### src/rtl/ag32gbd_block_fill.sv
// ag32gbd_block_fill
//   Front end of the SRAM bank0 writer. Packs 2bpp raster pixels (ROW_PIXELS per row) into
//   BLOCK_ROWS-row blocks, four pixels per byte with the leftmost pixel in bits [7:6].
//   Two banks form a ping-pong pair: one fills while the writer reads the other.
//
// Ports
//   sys_clock            clock
//   sys_reset            synchronous active-high reset
//   NewRunReset          synchronous frame-start clear, same effect as sys_reset
//   Pixel_Valid          one pixel accepted per cycle when high
//   Pixel_Value[1:0]     2bpp pixel (3 = darkest)
//   Test_Pattern_Select  selects the test pattern (only with AG32GBD_TEST_PATTERN_EN)
//   Gbd_Writing_Ram      writer busy
//   RequestReadBuffer    read strobe from writer
//   ReadBufferOffset     byte offset in the presented bank ([9:8] must be 0)
//   BufferReadResult     read data, registered, valid the cycle after the strobe
//   BlockBufferDataReady a completed block is presented to the writer
//   Frame_Done           1-cycle pulse when the last block of a frame is presented
//   Block_Overflow       sticky: a completed block was dropped
//
// Configuration
//   AG32GBD_TEST_PATTERN_EN: when defined and Test_Pattern_Select=1, the packed pixel is x[4:3]
//   (8-pixel-wide vertical bars). When undefined, Test_Pattern_Select is ignored.
module ag32gbd_block_fill #(
    parameter int unsigned ROW_PIXELS       = 128,
    parameter int unsigned BLOCK_ROWS       = 8,
    parameter int unsigned BLOCKS_PER_FRAME = 16
) (
    input  logic       sys_clock,
    input  logic       sys_reset,
    input  logic       NewRunReset,
    input  logic       Pixel_Valid,
    input  logic [1:0] Pixel_Value,
    input  logic       Test_Pattern_Select,
    input  logic       Gbd_Writing_Ram,
    input  logic       RequestReadBuffer,
    input  logic [9:0] ReadBufferOffset,
    output logic [7:0] BufferReadResult,
    output logic       BlockBufferDataReady,
    output logic       Frame_Done,
    output logic       Block_Overflow
);

    localparam int unsigned XW        = $clog2(ROW_PIXELS);
    localparam int unsigned YW        = $clog2(BLOCK_ROWS);
    localparam int unsigned BW        = $clog2(BLOCKS_PER_FRAME);
    localparam int unsigned BankBytes = ROW_PIXELS / 4 * BLOCK_ROWS;
    localparam int unsigned AW        = $clog2(BankBytes);
    localparam int unsigned Depth     = 2 * BankBytes;

    localparam logic [XW-1:0] XLast = XW'(ROW_PIXELS - 1);
    localparam logic [YW-1:0] YLast = YW'(BLOCK_ROWS - 1);
    localparam logic [BW-1:0] BLast = BW'(BLOCKS_PER_FRAME - 1);

    typedef enum logic [2:0] {
        StIdle    = 3'b001,
        StPresent = 3'b010,
        StBusy    = 3'b100
    } state_e;

    state_e        state_q, state_d;
    logic [XW-1:0] x_q, x_d;
    logic [YW-1:0] y_q, y_d;
    logic [BW-1:0] block_q, block_d;
    logic [5:0]    pack_q, pack_d;
    logic          fill_bank_q, fill_bank_d;
    logic          ready_q, ready_d;
    logic          frame_done_q, frame_done_d;
    logic          overflow_q, overflow_d;
    logic [7:0]    rdata_q, rdata_d;

    logic          clear;
    logic [1:0]    pix;
    logic          last_x, last_y, last_block;
    logic          byte_done, block_done, bank_free;
    logic          wr_en;
    logic [AW:0]   wr_addr, rd_addr;
    logic [7:0]    wr_byte;

    logic [7:0]    mem [Depth];

    assign clear = sys_reset | NewRunReset;

`ifdef AG32GBD_TEST_PATTERN_EN
    assign pix = Test_Pattern_Select ? x_q[4:3] : Pixel_Value;
    logic unused_inputs;
    assign unused_inputs = ^ReadBufferOffset[9:AW];
`else
    assign pix = Pixel_Value;
    logic unused_inputs;
    assign unused_inputs = ^{Test_Pattern_Select, ReadBufferOffset[9:AW]};
`endif

    assign last_x     = (x_q == XLast);
    assign last_y     = (y_q == YLast);
    assign last_block = (block_q == BLast);
    assign byte_done  = Pixel_Valid && (x_q[1:0] == 2'd3);
    assign block_done = Pixel_Valid && last_x && last_y;

    // The completing pixel goes straight into the byte; the pack register holds the 3 before it.
    assign wr_byte = {pack_q, pix};
    assign wr_addr = {fill_bank_q, y_q, x_q[XW-1:2]};
    // The presented bank is always the one not being filled, so reads never see a partial block.
    assign rd_addr = {~fill_bank_q, ReadBufferOffset[AW-1:0]};
    assign wr_en   = byte_done & ~clear;

    // Position counters and pixel packing.
    always_comb begin
        x_d     = x_q;
        y_d     = y_q;
        block_d = block_q;
        pack_d  = pack_q;
        if (Pixel_Valid) begin
            pack_d = {pack_q[3:0], pix};
            x_d    = last_x ? '0 : x_q + XW'(1);
            if (last_x) begin
                y_d = last_y ? '0 : y_q + YW'(1);
            end
            if (block_done) begin
                block_d = last_block ? '0 : block_q + BW'(1);
            end
        end
    end

    // Handoff FSM. A release in the same cycle as a completion frees the bank first.
    always_comb begin
        state_d      = state_q;
        ready_d      = ready_q;
        frame_done_d = 1'b0;
        overflow_d   = overflow_q;
        fill_bank_d  = fill_bank_q;
        bank_free    = 1'b0;
        unique case (state_q)
            StIdle: begin
                bank_free = 1'b1;
            end
            StPresent: begin
                if (Gbd_Writing_Ram) begin
                    ready_d = 1'b0;
                    state_d = StBusy;
                end
            end
            StBusy: begin
                if (!Gbd_Writing_Ram) begin
                    bank_free = 1'b1;
                    state_d   = StIdle;
                end
            end
            default: begin
                state_d = StIdle;
            end
        endcase
        if (block_done) begin
            if (bank_free) begin
                fill_bank_d  = ~fill_bank_q;
                ready_d      = 1'b1;
                state_d      = StPresent;
                frame_done_d = last_block;
            end else begin
                // Dropped: the fill bank is reused by the next block.
                overflow_d = 1'b1;
            end
        end
    end

    always_comb begin
        rdata_d = rdata_q;
        if (RequestReadBuffer) begin
            rdata_d = mem[rd_addr];
        end
    end

    always_ff @(posedge sys_clock) begin
        if (clear) begin
            state_q      <= StIdle;
            x_q          <= '0;
            y_q          <= '0;
            block_q      <= '0;
            pack_q       <= '0;
            fill_bank_q  <= 1'b0;
            ready_q      <= 1'b0;
            frame_done_q <= 1'b0;
            overflow_q   <= 1'b0;
            rdata_q      <= '0;
        end else begin
            state_q      <= state_d;
            x_q          <= x_d;
            y_q          <= y_d;
            block_q      <= block_d;
            pack_q       <= pack_d;
            fill_bank_q  <= fill_bank_d;
            ready_q      <= ready_d;
            frame_done_q <= frame_done_d;
            overflow_q   <= overflow_d;
            rdata_q      <= rdata_d;
        end
    end

    always_ff @(posedge sys_clock) begin
        if (wr_en) begin
            mem[wr_addr] <= wr_byte;
        end
    end

    assign BufferReadResult     = rdata_q;
    assign BlockBufferDataReady = ready_q;
    assign Frame_Done           = frame_done_q;
    assign Block_Overflow       = overflow_q;

endmodule

### config.mk
export PLATFORM = sky130hd
export DESIGN_NAME = ag32gbd_block_fill
export DESIGN_NICKNAME = d
export VERILOG_FILES = /design/src/rtl/ag32gbd_block_fill.sv
export SDC_FILE = /design/constraint.sdc
export NUM_CORES = 2
export LEC_CHECK = 0
export CORE_MARGIN = 2
export CORE_UTILIZATION = 55
export DETAILED_ROUTE_END_ITERATION = 16
export PLACE_DENSITY = 0.8
export REMOVE_ABC_BUFFERS = 1
export SLEW_MARGIN = 30
export SYNTH_ARGS = -nofsm -noshare
export SYNTH_HDL_FRONTEND = slang
export SYNTH_SLANG_ARGS = --single-unit
### constraint.sdc
create_clock -name sys_clock -period 9.3 [get_ports sys_clock]
set_clock_uncertainty 0.1 [all_clocks]
set_input_delay 1.395 -clock sys_clock [delete_from_list [all_inputs] [get_ports sys_clock]]
set_output_delay 1.395 -clock sys_clock [all_outputs]
set_load 0.02 [all_outputs]
==> results by group <==
Worst setup path
  – Critical Path End Type: flip-flop
  – Highest-delay cell along the critical path: buf_4
  – CP top delay family: buffers and inverters
  – Setup CP Type: input pin to flip-flop
  – Crit path buf inv count: 3
  – Reg2reg start: fill_bank_q
  – Crit path cell chain: buf_8 -> buf_4 -> buf_4 -> mux4_2 -> mux4_2 -> o22ai_1 -> nor3_1 -> nor3_1 -> o22ai_1
  – Crit path arrival time: 5920 ps
  – Critical path launch point type: input pin
  – Worst reg2reg endpoint: mem[372][5]
  – R2r setup slk: 4870 ps
  – CP Max Fanout: 61
  – CP required: around 10000 ps
  – CP max stage delay: 830 ps
  – R2R depth: 4

Power
  – Switch share: 20.7%
  – Pint: 29900 uW
  – Flop pwr share: 53.8%
  – Leakage: between 0.05 and 0.06 uW
  – Clock network power share: between 40% and 50%
  – Peak supply drop: 0.000186 V
  – Logic gate share of total power: under 10%
  – Pwr dens: 211 nW/um^2
  – Switching Power: 7820 uW

Worst hold path
  – Worst Hold End: block_q[1]
  – Startpoint of the worst hold path: block_q[1]
  – Hold crit path type: flip-flop to flip-flop
  – Hold depth: 2

GRT
  – Gr ovfl total: 0
  – Met2 Use GR: a little over two fifths
  – GRT Util Overall: 28.6%
  – GRT Max-Usage Layer: met2
  – Routing usage on met1: 37.3%
  – Grt met3 use: 7.99%
  – Global-route wire length before repair: 611 mm
  – Largest net degree at the start of global routing: 202
  – Vias in the first global route: 83300
  – Initial antenna violation count: 28

STA
  – Total negative slack: 0 ps
  – Tmin final: about 5300 ps
  – Setup violators final: 0
  – Final slew viol count: 0
  – Hold Slack: ~400 ps
  – Crit share post-route: 57.1%
  – Max_slew headroom: 22.9%
  – Final hold vios: 0
  – Fmax: 188 MHz
  – Actual slew at the worst max-slew pin: roughly 1100 ps
  – RSZ-0062 raised after global routing: no

Route
  – WL/cell: 36.0 um
  – WL final: about 430 mm
  – Iter 0 DRT Violations: 14300
  – Iteration count of the initial detailed-routing pass: 8
  – DRC errors left: 0
  – Routed vias/inst: roughly 6.9
  – Via count: 83100
  – DRT antenna net count: 0

Clock network
  – # Post-CTS Setup Buffers: 0
  – Reg clk slew, reported paths: 60 ps
  – H-tree depth: 5
  – Worst skew pair latency: 920 ps
  – TritonCTS Buffers: 385
  – Clock Sinks: 4131
  – CTS Root Cell: clkbuf_16
  – Hold_buf cts: 0
  – Post_cts resized: 0
  – CTS tree: yes
  – Clk buf depth: 4

Floorplanning
  – Core box area: ~300000 um^2
  – Die X: 546 um
  – Die Y-Extent: 546 um
  – Die area: 299000 um^2
  – IO Pins: 30
  – Starting density of the core: 55.2%
  – Rows: 199

Finish
  – Commonest cells after routing, fill and taps aside: edfxtp_1 (4096), mux4_2 (917), nor2_1 (588)
  – Filler Cells Inserted: 18900
  – Area growth, synth to finish: 10.3%
  – Number of cells in the finished layout apart from fillers: 12000
  – Layout cells sized above 1: 22.2%
  – Fin nets: 7747
  – Final Cell Area: 179000 um^2
  – Layout Utilization: between 60 and 70%
  – Commonest non-fill, non-tap cell in the layout: edfxtp_1

Synthesis
  – Netlist cell types: 81
  – Post-Syn Area: 162000 um^2
  – Syn Inst Count: 7617
  – Dominant synthesized flop cell: edfxtp_1
  – Post-synthesis average cell area: 21.2 um^2
  – Ys Warns: 0
  – Post-synthesis sequential area ratio: about three quarters
  – #FFs+latches synth: 4131
  – EDFF count, synth: 4096
  – Asr flop ratio synth: 0%

Place
  – Gpl congestion: 0.896
  – DP HPWL: 240 mm
  – Placed instance count: 11200
  – IO buf count: 26
  – Dpl cell area: 165000 um^2

Outcome
  – Status: finished, final reports clean

Job
  – MaxCap Viol Count: 0
## how the worst max path moves through the flow
stage                                endpoint           startpoint  slack [ps]  cells past startpoint
after detailed placement  BufferReadResult[3]  ReadBufferOffset[0]        3310                      9
after global routing              mem[471][3]          Pixel_Valid        3950                      6
after CTS                         mem[454][3]          Pixel_Valid        4210                      6
after floorplan                     mem[0][2]            pack_q[0]        1160                      0
after global placement    BufferReadResult[2]  ReadBufferOffset[1]        3330                      9
final                     BufferReadResult[7]  ReadBufferOffset[1]        3990                      9
## metrics by stage
step,setup slack (ps),power (uW)
2_1_floorplan,1160,21200
6_report,3990,37700
4_1_cts,4210,37700
3_3_place_gp,3330,21900
5_1_grt,3950,38400
3_5_place_dp,3310,22000
## registers in the layout (all words and copies together), names as in the netlist
signal and cells:
mem 4096, BufferReadResult 8, x_q 7, pack_q 6, block_q 4, state_q 3, y_q 3, BlockBufferDataReady 1
Block_Overflow 1, Frame_Done 1, fill_bank_q 1
## final cells by class
| class | instances | area (um^2) | share of cell area (%) |
|---|---|---|---|
| Multi-Input combinational cell | 3001 | 35000 | 19.6 |
| Tap cell | 3919 | 4900 | 2.75 |
| Clock inverter | 220 | 2420 | 1.36 |
| Antenna cell | 11 | 27.5 | 0.0154 |
| Timing Repair Buffer | 196 | 2080 | 1.16 |
| Inverter | 9 | 48.8 | 0.0273 |
| Clock buffer | 477 | 10300 | 5.77 |
| Sequential cell | 4131 | 124000 | 69.3 |
## power groups by stage
stage               combinational, uW  clock, uW  sequential (uW)
floorplan                         506          0            20700
global placement                 1250          0            20700
detailed placement               1280          0            20700
CTS                              1300      16100            20300
global route                     1360      16700            20300
finish                           1340      16100            20300
## tightest hold or removal path, delay by kind of cell, from the launching register on
| kind | cells | cell delay [ps] |
|---|---|---|
| AND/OR/NAND/NOR | 1 | 60 |
| AO/OA/AOI/OAI | 1 | 50 |
| flip-flops | 1 | 340 |
## routing by layer
layer | vias up | wire (um)
met5 | - | 458
met4 | 38 | 28400
met3 | 1500 | 60800
li1 | 32000 | -
met2 | 7021 | 201000
met1 | 42600 | 140000
## cells in the mapped netlist (8+ instances only)
library cell,n,area share (%)
a21oi_1,92,0.28
nor2b_1,33,0.13
mux2_2,41,0.29
buf_4,69,0.32
or4_1,8,0.037
buf_8,14,0.13
a221oi_1,19,0.10
buf_2,116,0.36
dfxtp_1,35,0.43
buf_12,29,0.36
a2111oi_0,18,0.097
o221ai_1,56,0.30
mux4_2,917,13
nor4_1,19,0.073
buf_6,66,0.46
nand3_1,44,0.14
nor3_1,46,0.14
edfxtp_1,4096,76
clkbuf_1,152,0.35
and2_1,11,0.043
nor2_1,600,1.4
buf_1,20,0.046
o21ai_0,82,0.25
a211oi_1,32,0.15
mux4_1,72,1.2
mux2i_1,319,2.0
and3_1,24,0.093
o22ai_1,72,0.28
a22oi_1,36,0.17
o211ai_1,15,0.070
a31oi_1,22,0.085
a311oi_1,10,0.054
nand2b_1,8,0.031
nand4_1,11,0.043
nand2_1,270,0.63
## cells by family (layout without fill, tap and decap cells)
logic type	after synthesis	count (layout)	synth area share, %
AOI/OAI and AO/OA	537	537	2.31
xor gates and xnor gates	9	9	0.0487
adders and majority gates	4	4	0.0309
buffers and inverters	485	902	2.10
DFF	4131	4131	76.4
muxes	1349	1349	16.2
other	0	11	0
and+or+nand+nor	1102	1102	2.88
Power figures use the tool's default switching activity.
